**config.mk**
```make
export PLATFORM = sky130hd
export DESIGN_NAME = fetch_if_id_stage_flat
export DESIGN_NICKNAME = d
export VERILOG_FILES = /design/src/rtl/cpu_pkg.sv /design/src/rtl/fetch_if_id_stage_if.sv /design/src/rtl/fetch_if_id_stage_if_id_register.sv /design/src/rtl/fetch_if_id_stage.sv /design/src/flat_wrapper.sv
export SDC_FILE = /design/constraint.sdc
export NUM_CORES = 1
export LEC_CHECK = 0
export ABC_CLOCK_PERIOD_IN_PS = 5890
export BUFFER_PORTS_ARGS = -buffer_cell sky130_fd_sc_hd__buf_2
export CAP_MARGIN = 10
export CORE_UTILIZATION = 37
export DETAILED_ROUTE_END_ITERATION = 7
export SETUP_SLACK_MARGIN = 0.05
export SKIP_CTS_REPAIR_TIMING = 1
export SLEW_MARGIN = 15
export SYNTH_ARGS = -nofsm -noshare
export SYNTH_HDL_FRONTEND = slang
export SYNTH_HIERARCHICAL = 1
export SYNTH_SLANG_ARGS = --single-unit
```
**constraint.sdc**
```tcl
create_clock -name clk -period 5.89 [get_ports clk]
set_clock_uncertainty 0.1 [all_clocks]
set_input_delay 0.589 -clock clk [delete_from_list [all_inputs] [get_ports clk]]
set_output_delay 0.589 -clock clk [all_outputs]
set_load 0.01 [all_outputs]
```
**src/rtl/cpu_pkg.sv**
```systemverilog
// Shared CPU constants and types for the fetch stage and control_unit.
// Holds the instruction width, the bubble word, the PC step and the fetch FSM encoding.
package cpu_pkg;

    localparam int          INSTR_W  = 32;
    localparam logic [31:0] NOP_WORD = 32'h0000_0000;
    localparam int unsigned PC_STEP  = 4;

    typedef enum logic [1:0] {
        S_FILL     = 2'd0,
        S_RUN      = 2'd1,
        S_REDIRECT = 2'd2
    } state_e;

    // Instruction fetches are word aligned; low address bits are dropped silently.
    function automatic logic [31:0] align_word(input logic [31:0] addr);
        return {addr[31:2], 2'b00};
    endfunction

endpackage

```
**src/rtl/fetch_if_id_stage_if.sv**
```systemverilog
// Fetch-stage bus: hazard/branch controls, instruction-memory port and IF/ID outputs.
// slave = fetch stage side, master = environment driving controls and memory data.
interface fetch_if_id_stage_if;
    import cpu_pkg::*;

    logic               hazard_stall;
    logic               branch_taken;
    logic [INSTR_W-1:0] branch_target;
    logic [INSTR_W-1:0] instr_addr;
    logic [INSTR_W-1:0] instr_data;
    logic [INSTR_W-1:0] if_id_instruction;
    logic [INSTR_W-1:0] if_id_pc_plus4;
    logic               if_id_valid;

    modport slave (
        input  hazard_stall, branch_taken, branch_target, instr_data,
        output instr_addr, if_id_instruction, if_id_pc_plus4, if_id_valid
    );

    modport master (
        output hazard_stall, branch_taken, branch_target, instr_data,
        input  instr_addr, if_id_instruction, if_id_pc_plus4, if_id_valid
    );

endinterface

```
**src/rtl/fetch_if_id_stage_if_id_register.sv**
```systemverilog
// IF/ID pipeline register with flush (load bubble) > load > hold priority.
// A flush leaves pc_plus4 untouched; only instruction and valid describe the bubble.
module if_id_register
    import cpu_pkg::*;
#(
    parameter logic [INSTR_W-1:0] NOP = NOP_WORD
) (
    input  logic               clk,
    input  logic               reset,
    input  logic               load_i,
    input  logic               flush_i,
    input  logic [INSTR_W-1:0] instr_i,
    input  logic [INSTR_W-1:0] pc_plus4_i,
    output logic [INSTR_W-1:0] instr_o,
    output logic [INSTR_W-1:0] pc_plus4_o,
    output logic               valid_o
);

    logic [INSTR_W-1:0] instr_q, instr_d;
    logic [INSTR_W-1:0] pc4_q, pc4_d;
    logic               valid_q, valid_d;

    always_comb begin
        instr_d = instr_q;
        pc4_d   = pc4_q;
        valid_d = valid_q;
        if (flush_i) begin
            instr_d = NOP;
            valid_d = 1'b0;
        end else if (load_i) begin
            instr_d = instr_i;
            pc4_d   = pc_plus4_i;
            valid_d = 1'b1;
        end
    end

    always_ff @(posedge clk) begin
        if (reset) begin
            instr_q <= NOP;
            pc4_q   <= '0;
            valid_q <= 1'b0;
        end else begin
            instr_q <= instr_d;
            pc4_q   <= pc4_d;
            valid_q <= valid_d;
        end
    end

    assign instr_o    = instr_q;
    assign pc_plus4_o = pc4_q;
    assign valid_o    = valid_q;

endmodule

```
**src/rtl/fetch_if_id_stage.sv**
```systemverilog
// Instruction fetch stage: owns the PC, drives instruction memory, feeds IF/ID.
// Optional macro BRANCH_DELAY_SLOT_EN: taken branches keep the delay-slot instruction instead of flushing.
module fetch_if_id_stage #(
    parameter logic [31:0]  RESET_PC = 32'h0000_0000,
    parameter int unsigned  PC_STEP  = cpu_pkg::PC_STEP,
    parameter logic [31:0]  NOP_WORD = cpu_pkg::NOP_WORD
) (
    input  logic                 clk,
    input  logic                 reset,
    fetch_if_id_stage_if.slave   bus
);
    import cpu_pkg::*;

    state_e      state_q, state_d;
    logic [31:0] pc_q, pc_d;
    logic [31:0] pc_seq;
    logic        ifid_load;
    logic        ifid_flush;

    // Sequential address wraps naturally modulo 2^32.
    assign pc_seq = pc_q + 32'(PC_STEP);

    always_ff @(posedge clk) begin
        if (reset) state_q <= S_FILL;
        else       state_q <= state_d;
    end

    always_comb begin
        state_d = state_q;
        unique case (state_q)
            S_FILL: begin
                if (bus.branch_taken)       state_d = S_REDIRECT;
                else if (!bus.hazard_stall) state_d = S_RUN;
            end
            S_RUN: begin
                if (bus.branch_taken)       state_d = S_REDIRECT;
            end
            S_REDIRECT: begin
                if (bus.branch_taken)       state_d = S_REDIRECT;
                else if (!bus.hazard_stall) state_d = S_RUN;
            end
            default:                        state_d = S_FILL;
        endcase
    end

    // Branch overrides a simultaneous stall; the stalled instruction is on the wrong path anyway.
    always_comb begin
        pc_d       = pc_q;
        ifid_load  = 1'b0;
        ifid_flush = 1'b0;
        if (bus.branch_taken) begin
            pc_d = align_word(bus.branch_target);
`ifdef BRANCH_DELAY_SLOT_EN
            ifid_load  = 1'b1;
`else
            ifid_flush = 1'b1;
`endif
        end else if (!bus.hazard_stall) begin
            pc_d      = pc_seq;
            ifid_load = 1'b1;
        end
    end

    always_ff @(posedge clk) begin
        if (reset) pc_q <= RESET_PC;
        else       pc_q <= pc_d;
    end

    assign bus.instr_addr = pc_q;

    if_id_register #(
        .NOP (NOP_WORD)
    ) u_if_id (
        .clk        (clk),
        .reset      (reset),
        .load_i     (ifid_load),
        .flush_i    (ifid_flush),
        .instr_i    (bus.instr_data),
        .pc_plus4_i (pc_seq),
        .instr_o    (bus.if_id_instruction),
        .pc_plus4_o (bus.if_id_pc_plus4),
        .valid_o    (bus.if_id_valid)
    );

endmodule
```
**src/flat_wrapper.sv**
```systemverilog
// flat-port wrapper written by rule: the top's interface ports become plain ports
module fetch_if_id_stage_flat import cpu_pkg::*;
#(
    parameter logic [31:0]  RESET_PC = 32'h0000_0000,
    parameter int unsigned  PC_STEP  = cpu_pkg::PC_STEP,
    parameter logic [31:0]  NOP_WORD = cpu_pkg::NOP_WORD
)
  (clk, reset, bus_hazard_stall, bus_branch_taken, bus_branch_target, bus_instr_data, bus_instr_addr, bus_if_id_instruction, bus_if_id_pc_plus4, bus_if_id_valid);
  fetch_if_id_stage_if bus_i ();
  input  logic clk;
  input  logic reset;
  input wire logic [$bits(bus_i.hazard_stall)-1:0] bus_hazard_stall;
  input wire logic [$bits(bus_i.branch_taken)-1:0] bus_branch_taken;
  input wire logic [$bits(bus_i.branch_target)-1:0] bus_branch_target;
  input wire logic [$bits(bus_i.instr_data)-1:0] bus_instr_data;
  output wire logic [$bits(bus_i.instr_addr)-1:0] bus_instr_addr;
  output wire logic [$bits(bus_i.if_id_instruction)-1:0] bus_if_id_instruction;
  output wire logic [$bits(bus_i.if_id_pc_plus4)-1:0] bus_if_id_pc_plus4;
  output wire logic [$bits(bus_i.if_id_valid)-1:0] bus_if_id_valid;
  assign bus_i.hazard_stall = bus_hazard_stall;
  assign bus_i.branch_taken = bus_branch_taken;
  assign bus_i.branch_target = bus_branch_target;
  assign bus_i.instr_data = bus_instr_data;
  assign bus_instr_addr = bus_i.instr_addr;
  assign bus_if_id_instruction = bus_i.if_id_instruction;
  assign bus_if_id_pc_plus4 = bus_i.if_id_pc_plus4;
  assign bus_if_id_valid = bus_i.if_id_valid;
  fetch_if_id_stage #(.RESET_PC(RESET_PC), .PC_STEP(PC_STEP), .NOP_WORD(NOP_WORD)) u_core (.clk(clk), .reset(reset), .bus(bus_i));
endmodule
```
# --- Word level (Yosys, flattened, before mapping) ---
# Index checks and enable logic that the tools add are counted.
word_totals:
  in_bits: 68
  output_inout_bits: 97
  reg_bits: 97
op_classes:
  n_eq_ne: 1
  n_mux: 5
  bitwise_logic: 1
  reduce_logical: 3
  add_sub_neg: 1
ops:
  columns: ["operator", "count"]
  rows:
  - ["32-bit two-way mux", 2]
  - ["32-bit by 3-bit adder with 32-bit output, second input constant", 1]
  - ["2-bit OR reduction", 2]
  - ["1-bit two-way mux", 3]
  - ["2-bit by 1-bit inequality test with 1-bit output, second input constant", 1]
  - ["2-bit AND reduction", 1]
  - ["1-bit inverter", 1]

# --- Longest topological paths before layout ---
# Gate-level depths: netlist of the first run.
logic_depth:
  word_depth: 3
  ltp_mapped: 8
  mapped_depth_nobuf: 7

# --- Hierarchy ---
# Netlist of the first run, hierarchy kept.
modules_own_cells:
  columns: ["module", "instances", "cells_each", "area_per_inst_um2"]
  rows:
  - ["if_id_register", 1, 253, 2683.8]
  - ["fetch_if_id_stage", 1, 297, 2237.1]

# --- Least setup slack after synthesis of the first run ---
# No wires, ideal clock.
synth_timing:
  kind: "reg-to-reg"
  start: "reg u_core.pc_q[2], in the netlist u_core/bus.instr_addr[2]"
  end: "reg u_core.u_if_id.pc4_q[28], in the netlist u_core/u_if_id/pc_plus4_o[28]"
  period_less_slack_ns: 2.513
  stages_incl_launch_ff: 9
  slack_ns: 3.377
  required_time_ns: 5.670
  arrival_ns: 2.293
  cell_sequence: "dfxtp_1 -> ha_1 -> nand4_1 -> or4_1 -> buf_2 -> or3_1 -> xnor2_1 -> nand4bb_1 -> o21ai_1"
synth_between:
  elab_chain_cells: 1
synth_rtl:
  columns: ["item", "line_no", "source"]
  rows:
  - ["start: declaration", "fetch_if_id_stage.sv:15", "logic [31:0] pc_q, pc_d;"]
  - ["start signal: assignment", "fetch_if_id_stage.sv:66", "else pc_q <= pc_d;"]
  - ["32-bit by 3-bit adder with 32-bit output", "fetch_if_id_stage.sv:21", "assign pc_seq = pc_q + 32'(PC_STEP);"]
  - ["net u_core.pc_seq[28]", "fetch_if_id_stage.sv:16", "logic [31:0] pc_seq;"]
  - ["end signal: assignment", "fetch_if_id_stage_if_id_register.sv:44", "pc4_q <= pc4_d;"]
  - ["end: declaration", "fetch_if_id_stage_if_id_register.sv:20", "logic [INSTR_W-1:0] pc4_q, pc4_d;"]
# The timed path passes the listed nets, and every way through them passes these cells.
# A chain may end at the register's enable or synchronous reset.

# --- Worst setup path in the final report of the first run ---
# Same ends and word-level chain as after synthesis.

==> key figures, run 1 <==
Timing
  – Fin. Hold Viols: 0
  – Achievable Freq: 0.3503 GHz
  – Final worst path period share: between 40% and 50%
  – Slew Limit Headroom: ~29%
  – Worst slew pin tran: 1.064 ns
  – Crit path time final: 2.855 ns
  – Setup_tns: 0 ns
  – Slew Limit Fails: 0
  – Endpoints failing setup: 0
  – RSZ-0062 raised after global routing: false

Routing
  – Drt initial violations: 194
  – Wirelength per Cell: 15.16 um
  – Routed vias: 4412
  – Drt pass-1 iters: 4
  – Vias per inst: just over 5
  – Remaining antenna violation count: 0
  – WL final: 12960 um
  – DRC: 0

Worst setup path
  – CP startpoint kind: register
  – Worst EP arrival: 3.03 ns
  – Critical Path Max Stage Delay: roughly 0.80 ns
  – Crit path cell chain: ha_1 > nand4_1 > or4_1 > or3_1 > xnor2_1 > nand4bb_1 > o21ai_1
  – CP Capture Type: register
  – Max FO, Critical Path: 11
  – WP buf/inv: 0
  – Crit Path Class: register to register
  – Critical-path top delay cell: or4_1
  – Cell family with most CP delay: simple AND/OR/NAND/NOR gates
  – Worst Path Required: 6.07 ns

Synthesis
  – Number of synthesized flops with an enable pin: 0
  – Largest cells by area after synthesis: dfxtp_1 39%, nand4bb_1 7.3%, mux2i_1 6.7%, nor2_1 5.3%, xnor2_1 4.6%
  – Register area share after synthesis: 38.65%
  – Syn Area/Cell: 8.947 um^2
  – Post-synthesis cell type count: 52
  – Synth cell count leaders: 95 x dfxtp_1, 70 x nor2_1, 34 x nand2b_1, 33 x mux2i_1, 32 x nand4bb_1
  – Synth Register Bits: 95
  – Post-Syn Instances: 550
  – Ys async rst share: 0%
  – Syn Std Cell Area: 4921 um^2
  – Top-count cell post-synth: dfxtp_1
  – Yosys top cell area share: ~39%
  – Biggest area consumer among synthesized cells: dfxtp_1
  – Number of synthesis warnings: 6
  – Synth Flop Type: dfxtp_1

Hold path
  – Worst hold path type: register to register

Die
  – I/O Pins: 165
  – DIE HEIGHT: roughly 120 um
  – Die Area: between 10000 and 15000 um^2
  – Initial Utilization: 38.52%
  – Row count: 41
  – Core Footprint: 12770 um^2
  – Die X: 117.3 um

Power and ir drop
  – Final Power: 1.485 mW
  – Peak supply drop: 118.9 uV
  – Static leakage power: 2.492 nW
  – PD cells: 248.2 nW/um^2

Clock tree
  – Worst-path clk slew: roughly 0.07 ns
  – Clk sinks: 95
  – Worst skew pair latency: about 0.36 ns
  – Clock Path Buffers: 2
  – CTS tree: done
  – CTS buffer count: 9
  – CTS root buffer: clkbuf_16
  – CTS HTree Levels: 3

Placed design
  – Routability Congestion: around 0.81
  – Dpl hpwl: 8806 um
  – Placed Cells: 839
  – # port buffers: 160

Finish
  – Multi-input gate area in the final layout: 2684 um^2
  – Final Non-Filler Cells: between 800 and 900
  – # fillers: between 1000 and 1500
  – N_diodes: 0
  – Final nets: 747
  – Sequential Area: 1902 um^2
  – Layout cells sized above 1: between 20 and 30%
  – Area growth syn-to-layout: 21.64%

Outcome
  – Outcome: finished clean

Global routing
  – Grt ovf: 0
  – Global-route wire length before repair: between 20000 and 25000 um
  – Initial antenna violation count: 1
  – All-Layer GR Usage: around a fifth
  – Largest net degree at the start of global routing: 66
  – Number of global-route vias before repair: 4171

Job
  – Max cap viols: 0
## worst paths after layout
check	end	slack (ns)	from	cells past startpoint
setup / recovery	u_core/u_if_id/pc_plus4_o[28]	3.04	u_core/bus.instr_addr[2]	7
hold / removal	u_core/u_if_id/pc_plus4_o[2]	0.36	u_core/u_if_id/pc_plus4_o[2]	2
setup reg to reg	u_core/u_if_id/pc_plus4_o[28]	3.04	u_core/bus.instr_addr[2]	7
hold reg to reg	u_core/u_if_id/pc_plus4_o[2]	0.36	u_core/u_if_id/pc_plus4_o[2]	2
## worst reg2reg max path: stages, from the launching register on
cell       delay (ns)
dfxtp_1          0.45
ha_1             0.31
nand4_1          0.27
or4_1            0.80
or3_1            0.46
xnor2_1          0.15
nand4bb_1        0.11
o21ai_1          0.12
## power by group
group / switching, mW / total (mW) / internal, mW / leakage (nW)
Combinational: 0.0917 / 0.173 / 0.0812 / 1.57
Sequential: 0.0324 / 0.699 / 0.666 / 0.775
Clock: 0.276 / 0.614 / 0.338 / 0.149
Total: 0.400 / 1.49 / 1.09 / 2.49
## state kept, by name (all words and copies together), names as in the netlist
signal / count
u_core/u_if_id/instr_o: 32
u_core/u_if_id/pc_plus4_o: 32
u_core/bus.instr_addr: 30
u_core/u_if_id/valid_o: 1
## cell usage in the layout, fill, tap and decap left out, types with 5 or more instances in the layout
cell type  synthesis  final
a211oi_1          11     11
a21oi_1           10     10
a311oi_1           6      6
and3_1             7      7
buf_2              8    160
buf_4              2      5
clkbuf_16          0      9
dfxtp_1           95     95
inv_1             10     10
mux2i_1           33     33
nand2_1           21     21
nand2b_1          34     34
nand3_1           12     12
nand4_1           10     10
nand4bb_1         32     32
nor2_1            70     69
nor3_1             7      7
nor4_1             7      7
o21ai_0            7      7
o21ai_1           30     30
or4_1              9      9
xnor2_1           26     26
xor2_1            14     14
## per-layer routing
layer / track usage [%] / wire length, um / share of wire (%) / vias up
met3: 3.648 / 732 / 5.6 / 17
met2: 29.25 / 5792 / 45 / 148
met1: 24.66 / 6193 / 48 / 2033
met5: 0 / 12 / 0.093 / -
met4: 8.279 / 228 / 1.8 / 2
li1: - / - / - / 2212
## per-stage QoR
step	setup slack (ns)	util [%]	cell area, um^2	hold slack [ns]
finish	3.035	46.86	5986	0.3619
global route	2.856	46.86	5986	0.3781
CTS	3.023	46.86	5986	0.3607
detailed placement	2.963	44.44	5677	0.3514
global placement	2.990	44.44	5677	0.3440
floorplan	3.377	-	4932	0.3862
## layout make-up
type / instances / share of cell area, %
Sequential cell: 95 / 31.77
Clock buffer: 9 / 3.763
Tap cell: 172 / 3.595
Inverter: 10 / 0.6271
Timing Repair Buffer: 165 / 14.01
Clock inverter: 7 / 1.401
Multi-Input combinational cell: 397 / 44.84
## kinds of logic after synthesis
logic type,synth area share (%)
mux,6.712
fa+ha+maj,0.2542
other cells,0.07620
flops,38.65
buf+inv,7.196
compound gates,11.19
xor+xnor,7.119
simple gates,28.81
No activity file was read; power rests on OpenSTA's default activity.
==> inputs of run 2 (changes only) <==
Settings changed: ABC_CLOCK_PERIOD_IN_PS 5890 to 2840.
Clock period 5.89 ns to 2.84 ns, I/O delays scaled along.
==> run 2 against run 1 <==
Against the previous run: sequential share of layout area fell by 0.50 points; cell area rose by 1.6%; critical path depth did not move; critical path type unchanged; critical endpoint unchanged; largest power group unchanged.
==> key figures, run 2 (synthesis results as in run 1) <==
Power and ir drop
  – Clock power share: 41.0%
  – Internal cell power: approximately 2.3 mW
  – Sw Share: 26.12%
  – Static leakage power: 2.554 nW
  – Peak supply drop: 260.1 uV
  – PD cells: 506.5 nW/um^2
  – Net switching power: 0.8046 mW
  – Flop pwr share: approximately 47%
  – Comb pwr share: 12.0%

Clock tree
  – Clock Path Buffers: 2
  – Worst-path clk slew: 0.07 ns
  – CTS tree: done
  – CTS root buffer: clkbuf_16
  – Clk sinks: 95
  – CTS buffer count: 9
  – Worst skew pair latency: approximately 0.36 ns
  – CTS HTree Levels: 3

Routing
  – Drt pass-1 iters: 4
  – Remaining antenna violation count: 0
  – Wirelength per Cell: 14.94 um
  – Vias per inst: 5.103
  – WL final: between 10000 and 15000 um
  – Drt initial violations: 277
  – DRC: 0
  – Routed vias: between 4000 and 5000

Die
  – Die X: between 100 and 150 um
  – I/O Pins: 165
  – Initial Utilization: 38.52%
  – Core Footprint: roughly 13000 um^2
  – Row count: 41
  – DIE HEIGHT: 117.3 um
  – Die Area: 13770 um^2

Worst setup path
  – Max FO, Critical Path: 11
  – Worst Path Required: 3.02 ns
  – Worst R2R Start: u_core/bus.instr_addr[3]
  – Worst EP arrival: 2.69 ns
  – CP Capture Type: register
  – CP startpoint kind: register
  – R2R cell count: 7
  – R2R setup slack: 0.34 ns
  – Capturing point of the worst reg2reg path: u_core/u_if_id/pc_plus4_o[28]
  – Crit Path Class: register to register

Timing
  – Final worst path period share: 88.19%
  – Fin. Hold Viols: 0
  – Worst slew pin tran: approximately 0.9 ns
  – Slew Limit Headroom: 41.64%
  – Slew Limit Fails: 0
  – Endpoints failing setup: 0
  – Crit path time final: 2.505 ns
  – RSZ-0062 raised after global routing: false
  – Achievable Freq: 0.3993 GHz
  – Min setup slack post-route: 0.3354 ns
  – Setup_tns: 0 ns

Hold path
  – Worst hold path startpoint: bus_instr_data[20]
  – Hold endpoint: u_core/u_if_id/instr_o[20]
  – Worst hold path type: primary input to register
  – Hold path cells: 3

Global routing
  – Global-route wire length before repair: between 20000 and 25000 um
  – All-Layer GR Usage: 18.70%
  – Initial antenna violation count: 1
  – Largest net degree at the start of global routing: 66
  – Grt ovf: 0
  – Number of global-route vias before repair: 4237

Placed design
  – # port buffers: 160
  – Routability Congestion: 0.8351
  – Dpl hpwl: 9103 um
  – Place WS: between 0.2 and 0.25 ns

Finish
  – Most frequent cells in the layout: 160 x buf_2, 95 x dfxtp_1, 69 x nor2_1
  – N_diodes: 0
  – Area growth syn-to-layout: 23.60%
  – Layout cells sized above 1: 29.35%
  – Most common cell after layout, fill and taps aside: buf_2
  – Final nets: 759

Outcome
  – Outcome: finished clean

Job
  – Max cap viols: 0
## run 2: stage by stage
stage,area (um^2),power (mW),utilization [%],cells,hold WS (ns)
floorplan,4932,1.713,-,553,0.3267
global placement,5767,1.841,45.15,851,0.3439
detailed placement,5767,1.849,45.15,851,0.3486
CTS,6078,3.122,47.59,867,0.05467
global route,6082,3.222,47.61,867,0.06485
finish,6082,3.080,47.61,867,0.06456
## run 2: how the worst max path moves through the flow
stage                                         from                       endpoint  slack (ns)  cells after the start
after floorplan           u_core/bus.instr_addr[2]  u_core/u_if_id/pc_plus4_o[28]        0.33                      8
after global placement    u_core/bus.instr_addr[3]  u_core/u_if_id/pc_plus4_o[28]        0.28                      7
after detailed placement  u_core/bus.instr_addr[3]  u_core/u_if_id/pc_plus4_o[28]        0.23                      7
after CTS                 u_core/bus.instr_addr[3]  u_core/u_if_id/pc_plus4_o[28]        0.20                      7
after global routing      u_core/bus.instr_addr[3]  u_core/u_if_id/pc_plus4_o[28]        0.20                      7
final                     u_core/bus.instr_addr[3]  u_core/u_if_id/pc_plus4_o[28]        0.34                      7
## run 2: power groups by stage
stage	combinational, mW	sequential (mW)	clock [mW]
floorplan	0.231	1.48	0
CTS	0.374	1.45	1.30
detailed placement	0.373	1.48	0
finish	0.371	1.45	1.26
global placement	0.369	1.47	0
global route	0.406	1.45	1.36
## run 2: final cells by class
class	instances	area [um^2]
clock buffers	10	239.0
clock inverters	6	72.57
fillers	1273	6691
inverters	10	37.54
multi-input cells	397	2688
flip-flops and latches	95	1902
well taps	172	215.2
repair buffers	177	928.4
## run 2: metal layers
layer | track usage [%] | vias to the layer above | wire [um]
met5 | 0 | - | 13
met4 | 7.468 | 2 | 202
met3 | 4.523 | 17 | 789
met2 | 29.77 | 134 | 5858
met1 | 24.18 | 2039 | 6090
li1 | - | 2232 | -
## run 2: critical path, cell delays in order, from the launching register on
cell and delay, ns:
dfxtp_1 0.43, ha_1 0.30, nand4_1 0.16, or4_4 0.64
or3_1 0.42, xnor2_1 0.15, nand4bb_1 0.11, o21ai_1 0.12
